### config.mk
export PLATFORM = sky130hd
export DESIGN_NAME = fpa_result_reader
export DESIGN_NICKNAME = d
export VERILOG_FILES = /design/src/rtl/fpa_result_reader.sv
export SDC_FILE = /design/constraint.sdc
export NUM_CORES = 1
export LEC_CHECK = 0
export BUFFER_PORTS_ARGS = -buffer_cell sky130_fd_sc_hd__buf_2
export CORE_ASPECT_RATIO = 1.75
export CORE_MARGIN = 1.5
export CORE_UTILIZATION = 45
export DETAILED_ROUTE_END_ITERATION = 6
export GPL_TIMING_DRIVEN = 0
export PLACE_DENSITY = 0.77
export REMOVE_ABC_BUFFERS = 1
export SYNTH_ARGS = -nofsm -noshare
export SYNTH_HDL_FRONTEND = slang
export SYNTH_SLANG_ARGS = --single-unit
### constraint.sdc
create_clock -name clk -period 1.8 [get_ports clk]
set_clock_uncertainty 0.05 [all_clocks]
set_input_delay 0.09 -clock clk [delete_from_list [all_inputs] [get_ports clk]]
set_output_delay 0.09 -clock clk [all_outputs]
set_load 0.02 [all_outputs]
### src/rtl/fpa_result_reader.sv
// Drains NUM_WORDS results from the FP adder's result RAM (address 0 upward) onto a
// valid/ready stream, tagging each word with its IEEE-754 single-precision class.
module fpa_result_reader #(
    parameter int unsigned ADDR_W    = 2,
    parameter int unsigned NUM_WORDS = 4,
    parameter int unsigned DATA_W    = 32
) (
    input  logic              clk,
    input  logic              rst_n,
    input  logic              start,
    output logic [ADDR_W-1:0] ram_addr,
    output logic              ram_oe,
    output logic              ram_rw,
    input  logic [DATA_W-1:0] ram_data,
    output logic [DATA_W-1:0] out_data,
    output logic [3:0]        out_flags,
    output logic              out_valid,
    input  logic              out_ready,
    output logic              out_last,
    output logic              busy,
    output logic              done
);

    localparam int unsigned FLAG_W = 4;
    localparam logic [ADDR_W-1:0] LAST_IDX = ADDR_W'(NUM_WORDS - 1);

    typedef enum logic [1:0] {
        S_IDLE,
        S_FETCH,
        S_PRESENT,
        S_DONE
    } state_t;

    state_t              state_q, state_d;
    logic [ADDR_W-1:0]   index_q, index_d;
    logic                oe_q, oe_d;
    logic [DATA_W-1:0]   data_q, data_d;
    logic [FLAG_W-1:0]   flags_q, flags_d;
    logic                valid_q, valid_d;
    logic                last_q, last_d;
    logic                busy_q, busy_d;
    logic                done_q, done_d;

    // {nan, inf, zero, denorm}; normal numbers classify as all-zero.
    function automatic logic [FLAG_W-1:0] class_flags(input logic [31:0] w);
        logic [7:0]  e;
        logic [22:0] m;
        e = w[30:23];
        m = w[22:0];
        return {(e == 8'hFF) && (m != 23'd0),
                (e == 8'hFF) && (m == 23'd0),
                (e == 8'h00) && (m == 23'd0),
                (e == 8'h00) && (m != 23'd0)};
    endfunction

    always_comb begin
        state_d = state_q;
        index_d = index_q;
        oe_d    = 1'b0;
        data_d  = data_q;
        flags_d = flags_q;
        valid_d = valid_q;
        last_d  = last_q;
        busy_d  = busy_q;
        done_d  = 1'b0;
        case (state_q)
            S_IDLE: begin
                if (start) begin
                    state_d = S_FETCH;
                    index_d = '0;
                    oe_d    = 1'b1;
                    busy_d  = 1'b1;
                end
            end
            S_FETCH: begin
                data_d  = ram_data;
                flags_d = class_flags(ram_data[31:0]);
                valid_d = 1'b1;
                last_d  = (index_q == LAST_IDX);
                state_d = S_PRESENT;
            end
            S_PRESENT: begin
                // Payload stays frozen until the consumer takes it.
                if (valid_q && out_ready) begin
                    valid_d = 1'b0;
                    last_d  = 1'b0;
                    if (last_q) begin
                        state_d = S_DONE;
                    end else begin
                        index_d = index_q + ADDR_W'(1);
                        oe_d    = 1'b1;
                        state_d = S_FETCH;
                    end
                end
            end
            S_DONE: begin
                done_d  = 1'b1;
                busy_d  = 1'b0;
                state_d = S_IDLE;
            end
            default: state_d = S_IDLE;
        endcase
    end

    always_ff @(posedge clk or negedge rst_n) begin
        if (!rst_n) begin
            state_q <= S_IDLE;
            index_q <= '0;
            oe_q    <= 1'b0;
            data_q  <= '0;
            flags_q <= '0;
            valid_q <= 1'b0;
            last_q  <= 1'b0;
            busy_q  <= 1'b0;
            done_q  <= 1'b0;
        end else begin
            state_q <= state_d;
            index_q <= index_d;
            oe_q    <= oe_d;
            data_q  <= data_d;
            flags_q <= flags_d;
            valid_q <= valid_d;
            last_q  <= last_d;
            busy_q  <= busy_d;
            done_q  <= done_d;
        end
    end

    assign ram_addr  = index_q;
    assign ram_oe    = oe_q;
    assign ram_rw    = 1'b0;
    assign out_data  = data_q;
    assign out_flags = flags_q;
    assign out_valid = valid_q;
    assign out_last  = last_q;
    assign busy      = busy_q;
    assign done      = done_q;

endmodule

; Yosys cells after proc, flatten, opt, wreduce, memory -nomap -nowiden
; Cells that the tools add are included.
[word_totals]
reg_bits = 45
input_bits = 36
output_inout_bits = 44
[classes]
n_addsub = 1
n_eq_ne = 8
n_mux = 18
reduce_logical = 16
[op_table]
columns = cell, n
row1 = logical NOT 23 bit, 1
row2 = nonzero test 23 bit, 1
row3 = 2-to-1 mux 2 bit, 6
row4 = "== test 8 bit, second input constant", 1
row5 = logical NOT 8 bit, 1
row6 = one-hot mux 1 bit (2 select lines), 4
row7 = one-hot mux 2 bit (4 select lines), 1
row8 = "== test 2 bit, second input constant", 3
row9 = 2-to-1 mux 1 bit, 6
row10 = "!= test 2 bit, second input constant", 3
row11 = AND reduction 2 bit, 3
row12 = nonzero test 2 bit, 3
row13 = logical AND 1 bit, 5
row14 = one-hot mux 2 bit (2 select lines), 1
row15 = AND reduction 4 bit, 1
row16 = "adder 2 x 1 -> 2 bit, second input constant", 1
row17 = "== test 2 x 1 -> 1 bit, second input constant", 1
row18 = logical NOT 2 bit, 1

; Logic depth before layout (Yosys ltp)
; Gate-level depths: netlist of the first run.
[logic_depth]
ltp_word = 4
depth_mapped = 5
ltp_nobuf = 4

; Least setup slack after synthesis of the first run
; Ideal clock, no wire load.
[synth_timing]
path_type = reg-to-reg
from = register valid_q (netlist: out_valid)
to = register index_q[1] (netlist: ram_addr[1])
setup_time_ps = 127
arrival_ps = 1266
required_ps = 1623
path_slack_ps = 357
stages_incl_launch_ff = 5
n_path_buf = 0
path_cell_list = dfrtp_1 -> inv_1 -> or4_4 -> o211ai_1 -> o21ai_1
[synth_between]
elab_chain_cells = 3
[synth_rtl]
columns = item, line_no
row1 = "start, declared", 39  ; logic valid_q, valid_d;
row2 = "start signal, assigned", 122  ; valid_q <= valid_d;
row3 = logical AND 1 bit, 84  ; if (valid_q && out_ready) begin
row4 = != test 2 bit (no line), -
row5 = AND reduction 4 bit (no line), -
row6 = "end signal, assigned", 118  ; index_q <= index_d;
row7 = "end, declared", 35  ; logic [ADDR_W-1:0] index_q, index_d;
; Every way passes these cells.
; A chain may end at the register's enable or synchronous reset.

; Worst setup path in the final report of the first run
[layout_timing]
from = register state_q[0]
to = register data_q[2] (netlist: out_data[2])
[layout_between]
elab_chain_cells = 1
[layout_rtl]
columns = item, line_no
row1 = "start, declared", 34  ; state_t state_q, state_d;
row2 = "start signal, assigned", 117  ; state_q <= state_d;
row3 = == test 2 x 1 -> 1 bit, 66  ; case (state_q)
row4 = "end signal, assigned", 120  ; data_q <= data_d;
row5 = "end, declared", 37  ; logic [DATA_W-1:0] data_q, data_d;
; Every way passes these cells.

==> run summary, run 1 <==
The min-delay analysis places its worst path in the category in2reg. Clock latency on the worst-skew pair, taken at its later pin, is 0.29 ns. Of all nets on the critical path, the largest fanout is 19.

The first TritonRoute pass finished after 4 iterations. Summed over all nets, the half-perimeter wirelength after detailed placement is 2720 µm. The synthesized design contains 0 enable-type register cells. 0 antenna diodes ended up in the layout. From synthesis to final layout, the design area changed by 42.8%. The height of the chip came out at 86.8 µm. The number of nets with antenna violations after detailed routing came out at 0. The initial cell density of the core is 46.7%.

The leakage power is 1.24 nW. The gate count after technology mapping is 132. The final period demand of the worst path is 1.58 ns. The highest clock frequency the design can meet is 634 MHz. Yosys printed 0 warnings. The critical path required time is 1.93 ns. The number of violations of the max-capacitance limit is 0. After clock tree synthesis, the clock-pin slew on the worst setup and hold paths is 0.07 ns. The core utilization of the finished layout came out at 66.7%. The worst hold slack after final layout is 0.00249 ns. The total vias in the final route is 1,468. The switching share of power came out at 23.3%. In this run the clock root is driven by a sky130_fd_sc_hd__clkbuf_8. The fraction of layout instances using a drive strength above 1 is 50.2%. The number of global-route vias before repair is 1,518.

The CTS sink count is 45. By count the netlist is led by sky130_fd_sc_hd__dfrtp_1, sky130_fd_sc_hd__mux2_2, sky130_fd_sc_hd__nand2_1. The final net count is 274. After floorplanning, the core was sized to cover 3870 µm². The pin count of the biggest net entering global routing is 46.

Cell internal power was estimated by the tool at 1.47 mW. The routed design has 4130 µm of wire. Power spread over the standard cell area amounts to 742 nW/µm².

The sequential power share came out at 55.6%. After floorplanning, the core was divided into 30 placement rows. Setup repair after global routing left no endpoint under its margin. The share of synthesized area occupied by flip-flops and latches came out at 62.4%.

The synthesized area per cell came out at 13.7 µm². By area the synthesized netlist is led by sky130_fd_sc_hd__dfrtp_1, sky130_fd_sc_hd__mux2_2, sky130_fd_sc_hd__nor4_1, sky130_fd_sc_hd__nand2_1, sky130_fd_sc_hd__a21oi_1. The nature of the critical path startpoint is a flop.

The portion of total power attributed to combinational logic came out at 12.5%. TritonCTS created 5 clock buffers. The H-tree was split into 2 levels. At the end of routability-driven placement, the weighted congestion stood at 0.724. The global routing stage identified its most utilized layer as met2.

The maximum buffer depth of the clock tree is 2. The count of different cell masters after synthesis came out at 28. The most used flip-flop cell after synthesis is sky130_fd_sc_hd__dfrtp_1.

The headroom to the max-slew limit is 35.2%. Global routing used 19.8% of the available met1 tracks. The detailed router finished its first iteration with 42 violations. The number of fill cells came out at 316. The portion of the clock cycle consumed by the worst path in the final layout is 87.6%. The fraction of synthesis flops using an asynchronous set or reset pin is 100%. The net switching component of the power came out at 0.446 mW.

The die boundary width is 50.9 µm. The number of buffers inserted by port buffering is 78. The first global-routing pass estimated 6750 µm of wire. In the routed design, unresolved DRC markers number 0.

The number of antenna violations at the first check in global routing is 0. The run finished with clean final reports. TritonCTS built the clock tree. The portion of total power attributed to the clock network came out at 31.9%.

Across the VDD grid, the largest voltage drop is 0.712 mV. The number of max-slew violations in the final report came out at 0. The pin slew with the least headroom to its limit came out at 0.972 ns. The largest total area in the synthesized netlist belongs to sky130_fd_sc_hd__dfrtp_1. The via density per instance is 5.15.

The global route total overflow is 0. The kind of end point of the critical path is a flop. The global routing met2 resource utilization came out at 40.3%. The number of setup buffers added after CTS is 0. The number of failing setup endpoints in the final timing report came out at 0. The most common cell in the synthesized netlist is sky130_fd_sc_hd__dfrtp_1. In the global route stage, overall resource usage came out at 20.6%. Global routing consumed, on the met3 layer, 5.34% of the routing resources. The floorplan step defined a die boundary enclosing 4420 µm².

After synthesis the netlist holds a flip-flop and latch count of 45. After synthesis the cells add up to 1810 µm². The routed wirelength normalized by instance count came out at 14.5 µm. The worst reg2reg path depth is 2.

Of the post-synthesis cell area, the dominant cell type holds 62.4%. The worst endpoint data arrival time is 1.70 ns. The number of top-level design ports came out at 80. The critical path in this run is classified as reg2reg. The hold violation count in the final report came out at 0. The worst hold path was traced through 2 stages.
==> worst max-delay path, cell delays in order, from the launching register on <==
cell and delay (ns):
sky130_fd_sc_hd__dfrtp_1 0.63, sky130_fd_sc_hd__nand2b_2 0.39, sky130_fd_sc_hd__mux2_2 0.38
==> cells by family (layout without fill, tap and decap cells) <==
group,after synthesis,count (layout),share of synthesized area (%)
flip-flops,45,45,62.4
multiplexers,33,33,20.5
AND/OR/NAND/NOR,27,28,8.04
AO/OA/AOI/OAI,15,15,5.41
other,1,1,0.208
adder cells (fa/ha/maj),1,1,0.693
buffers and inverters,10,114,2.77
==> per-layer routing <==
layer	vias up	part of all wire, %
met5	-	0
met4	0	1.4
met3	7	5.1
met2	55	57
met1	722	36
li1	684	-
==> cells in the final DEF, fill, tap and decap left out, types with 2 or more instances in the layout <==
master / instances
sky130_fd_sc_hd__dfrtp_1: 45
sky130_fd_sc_hd__buf_2: 78
sky130_fd_sc_hd__clkbuf_8: 6
sky130_fd_sc_hd__inv_1: 4
sky130_fd_sc_hd__nand2_1: 8
sky130_fd_sc_hd__o21ai_0: 2
sky130_fd_sc_hd__mux2_1: 2
sky130_fd_sc_hd__dlygate4sd3_1: 25
sky130_fd_sc_hd__nor4_1: 7
sky130_fd_sc_hd__nor2_1: 2
sky130_fd_sc_hd__mux2_2: 30
sky130_fd_sc_hd__nand4_1: 4
sky130_fd_sc_hd__a21oi_1: 5
==> area by class of cell <==
class	count	area (µm²)	share of cell area [%]
clock buffers	7	86.3	3.35
inverters	4	15.0	0.582
multi-input cells	78	651	25.2
flip-flops and latches	45	1130	43.7
well taps	48	60.1	2.33
repair buffers	103	641	24.8
==> registers in the layout (all words and copies together) (netlist names) <==
name / cells
ram_oe: 1
out_last: 1
busy: 1
state_q: 2
ram_addr: 2
done: 1
out_flags: 4
out_data: 32
out_valid: 1
==> power groups by stage <==
| stage | sequential (mW) | clock (mW) | combinational (mW) |
|---|---|---|---|
| finish | 1.06 | 0.610 | 0.239 |
| global route | 1.07 | 0.665 | 0.261 |
| CTS | 1.06 | 0.630 | 0.238 |
| detailed placement | 1.08 | 0 | 0.198 |
| global placement | 1.08 | 0 | 0.195 |
| floorplan | 1.13 | 0 | 0.0375 |
==> stage by stage <==
stage	setup TNS (ns)	instances	instance area, µm²	worst slack (ns)	power, mW
final	0	285	2580	0.223	1.91
after global routing	0	285	2580	0.0992	1.99
after CTS	0	283	2550	0.00544	1.93
after detailed placement	-0.836	252	2220	-0.228	1.28
after global placement	-20.44	252	2220	-0.700	1.28
after floorplan	-4.87	126	1770	-0.148	1.17
==> path summary, 6_finish.rpt <==
check	to	start	slack, ns
worst min-delay path	out_data[6]	ram_data[6]	0.002
min in group asynchronous	ram_oe	rst_n	0.46
max in group asynchronous	done	rst_n	0.64
worst max-delay path	out_data[2]	state_q[0]	0.22
worst max register to register	out_data[2]	state_q[0]	0.22
worst min register to register	out_data[24]	out_data[24]	0.44
==> what timing repair did <==
item / CTS / global route
gates resized for setup: 1 / 1
endpoints found under the hold margin: 68 / 1
pin swaps: 0 / 0
endpoints found under the setup margin: 34 / 2
hold buffers: 24 / 1
gates cloned: 0 / 1
Note: power is estimated with default switching activity, not from simulation.
==> run 2: changes to the inputs <==
==> constraint.sdc (replaced) <==
create_clock -name clk -period 1.8 [get_ports clk]
set_clock_uncertainty 0.05 [all_clocks]
set_input_delay 0.54 -clock clk [delete_from_list [all_inputs] [get_ports clk]]
set_output_delay 0.54 -clock clk [all_outputs]
set_load 0.02 [all_outputs]
==> run 2 against run 1 <==
Final cell count decreased by 8.8%; hold slack improved by 0.35 ns; clock power about the same; core utilization fell by 6.5 points; sequential cell count stayed put; total power shrank 2.5%; die area unchanged; global-route usage is 2.5 points lower; routed wire length down 11%; highest routed layer unchanged.
==> run summary, run 2 (same netlist as run 1, synthesis figures left out) <==
The fraction of layout instances using a drive strength above 1 came out at 56.1%. No sink is reached through more buffers than the 2 on the longest clock path. The class of the tightest hold or removal check is in2async. The via density per instance is 5.22. Global routing finished with a remaining overflow of 0. For the final routed database, the setup TNS stands at 0 ns. The first global-routing pass estimated 5940 µm of wire. The worst setup slack for register-to-register paths came out at 0.21 ns.

The leakage power came out at 1.13 nW. The antenna diode instance count came out at 0. The tool flagged a number of max-cap violations equal to 0. The number of placement rows is 30.

The routability congestion estimate from global placement came out at 0.724. Counting I/O delays and the setup requirement, the final critical path takes 1.59 ns. The power density over the cells is 801 nW/µm². The hold violation count in the final report is 0.

The post-layout instance count excluding filler cells is 260. Clock latency on the worst-skew pair, taken at its later pin, is 0.29 ns. The most common cell after layout, fill and taps aside is sky130_fd_sc_hd__buf_2. Detailed routing inserted a total of 1,357 vias.

The number of buffers inserted for hold repair after clock tree synthesis came out at 0. For the worst setup path, the data required time is 1.93 ns. The cell depth of the worst setup path came out at 2. The number of max-slew violations in the final report is 0.

Per report_power, the sequential group accounts for 57.0% of the total. The worst endpoint data arrival time came out at 1.71 ns. The number of global-route vias before repair came out at 1,343. The clock tree from TritonCTS is yes.

The first-iteration detailed-routing DRC count came out at 36. The net switching component of the power came out at 0.433 mW. The final net count came out at 249. Setup violations remaining at the end of the flow were counted as 0. The highest clock frequency the design can meet came out at 630 MHz. In the global route stage, overall resource usage came out at 18.1%.

The wire length after detailed routing came out at 3680 µm. The portion of total power attributed to the clock network came out at 32.6%. Setup repair after global routing left no endpoint under its margin. The worst hold slack after final layout came out at 0.352 ns. The worst vdd rail ir drop came out at 0.660 mV. Net switching is 23.2% of the power. Power comes to 1.86 mW. The die boundary width is 50.9 µm. The HPWL after detailed placement is 2720 µm. In this run the clock root is driven by a sky130_fd_sc_hd__clkbuf_8.

Compared with the post-synthesis result, the final layout area differs by 29.0%. The number of cells after detailed placement came out at 252. In the layout the commonest cells are sky130_fd_sc_hd__buf_2, sky130_fd_sc_hd__dfrtp_1, sky130_fd_sc_hd__mux2_2, sky130_fd_sc_hd__nand2_1, sky130_fd_sc_hd__nor4_1. STA classifies the critical path endpoint as a flop. The signal on the critical path passes through nand2b_2, mux2_2.

CTS saw 45 sinks. The cell internal power dissipation is 1.43 mW. The H-tree depth reported by CTS came out at 2. The number of buffers inserted by port buffering is 78. The largest stage delay on the critical path is 0.63 ns.

The routed wirelength normalized by instance count came out at 14.2 µm. The number of antenna violations at the first check in global routing came out at 0. The height of the chip is 86.8 µm.

The worst reg2reg path depth came out at 2. The number of nets with antenna violations after detailed routing came out at 0. The core box area is 3870 µm².

For this design the top-level I/O count stands at 80. The sum of buffers and inverters on the critical path is 0. The clock slew seen by the registers of the worst setup and hold paths is 0.07 ns.

On the critical path the largest part of the delay comes from flip-flops. The pin slew with the least headroom to its limit is 0.973 ns. The die covers 4420 µm². The initial cell density of the core came out at 46.7%. Along the worst path, the maximum fanout reaches 19. The TritonCTS buffer count came out at 5. The worst pin sits at a relative slew slack of 35.1%. The classification of the worst setup path is reg2reg.

The number of detailed-route iterations in the first pass came out at 4. For this design, the slowest cell found on the critical path is sky130_fd_sc_hd__dfrtp_1. In this run, the combinational gates consume 10.4% of the power. The number of flip-flops in the largest register came out at 32. The number of setup buffers added after CTS came out at 0. The run finished with clean final reports. The remaining design rule violation count came out at 0. The number of fill cells is 355. The portion of the clock cycle consumed by the worst path in the final layout came out at 88.1%. The worst setup path is launched from a flop.

Entering global routing, the biggest net connects 46 pins.
[run 2: changes by cell type in the layout (fill, tap and decap cells not counted), sizes merged]
cell         delta
dlygate4sd3    -25
[run 2: per-layer routing]
layer	routed length (µm)	vias up	GRT usage, %
met5	0	-	0
met4	59	0	7.37
met3	191	7	4.83
met2	2040	51	34.4
met1	1390	667	18.0
li1	-	632	-
[run 2: what timing repair did]
item	4_1_cts	5_1_grt
gates cloned	0	1
endpoints found under the setup margin	34	2
gates resized for setup	1	1
endpoints found under the hold margin	0	0
[run 2: power by group through the flow]
stage / clock [mW] / combinational (mW) / sequential [mW]
2_1_floorplan: 0 / 0.0375 / 1.13
3_3_place_gp: 0 / 0.195 / 1.08
3_5_place_dp: 0 / 0.198 / 1.08
4_1_cts: 0.630 / 0.198 / 1.06
5_1_grt: 0.664 / 0.213 / 1.07
6_report: 0.607 / 0.194 / 1.06
[run 2: path summary, 6_finish.rpt]
kind | from | end
setup / recovery | state_q[0] | out_data[2]
hold / removal | rst_n | out_data[24]
setup reg to reg | state_q[0] | out_data[2]
hold reg to reg | out_data[24] | out_data[24]
max in group asynchronous | rst_n | out_valid
min in group clk | ram_data[31] | out_data[31]
[run 2: worst register-to-register path, cell delays in order (launching register included)]
cell and delay (ns):
sky130_fd_sc_hd__dfrtp_1 0.63, sky130_fd_sc_hd__nand2b_2 0.41, sky130_fd_sc_hd__mux2_2 0.39
[run 2: layout make-up]
class | instances | area (µm²) | share of cell area, %
Timing Repair Buffer | 78 | 390 | 16.8
Sequential cell | 45 | 1130 | 48.4
Inverter | 4 | 15.0 | 0.645
Multi-Input combinational cell | 78 | 651 | 27.9
Tap cell | 48 | 60.1 | 2.58
Clock buffer | 7 | 86.3 | 3.71
[run 2: through the flow]
| stage | setup slack [ns] | instance area [µm²] | utilization (%) |
|---|---|---|---|
| final | 0.214 | 2330 | 60.2 |
| after global routing | 0.0862 | 2330 | 60.2 |
| after CTS | 0.00544 | 2310 | 59.9 |
| after detailed placement | -0.228 | 2220 | 57.5 |
| after global placement | -0.700 | 2220 | 57.4 |
| after floorplan | -0.148 | 1770 | - |
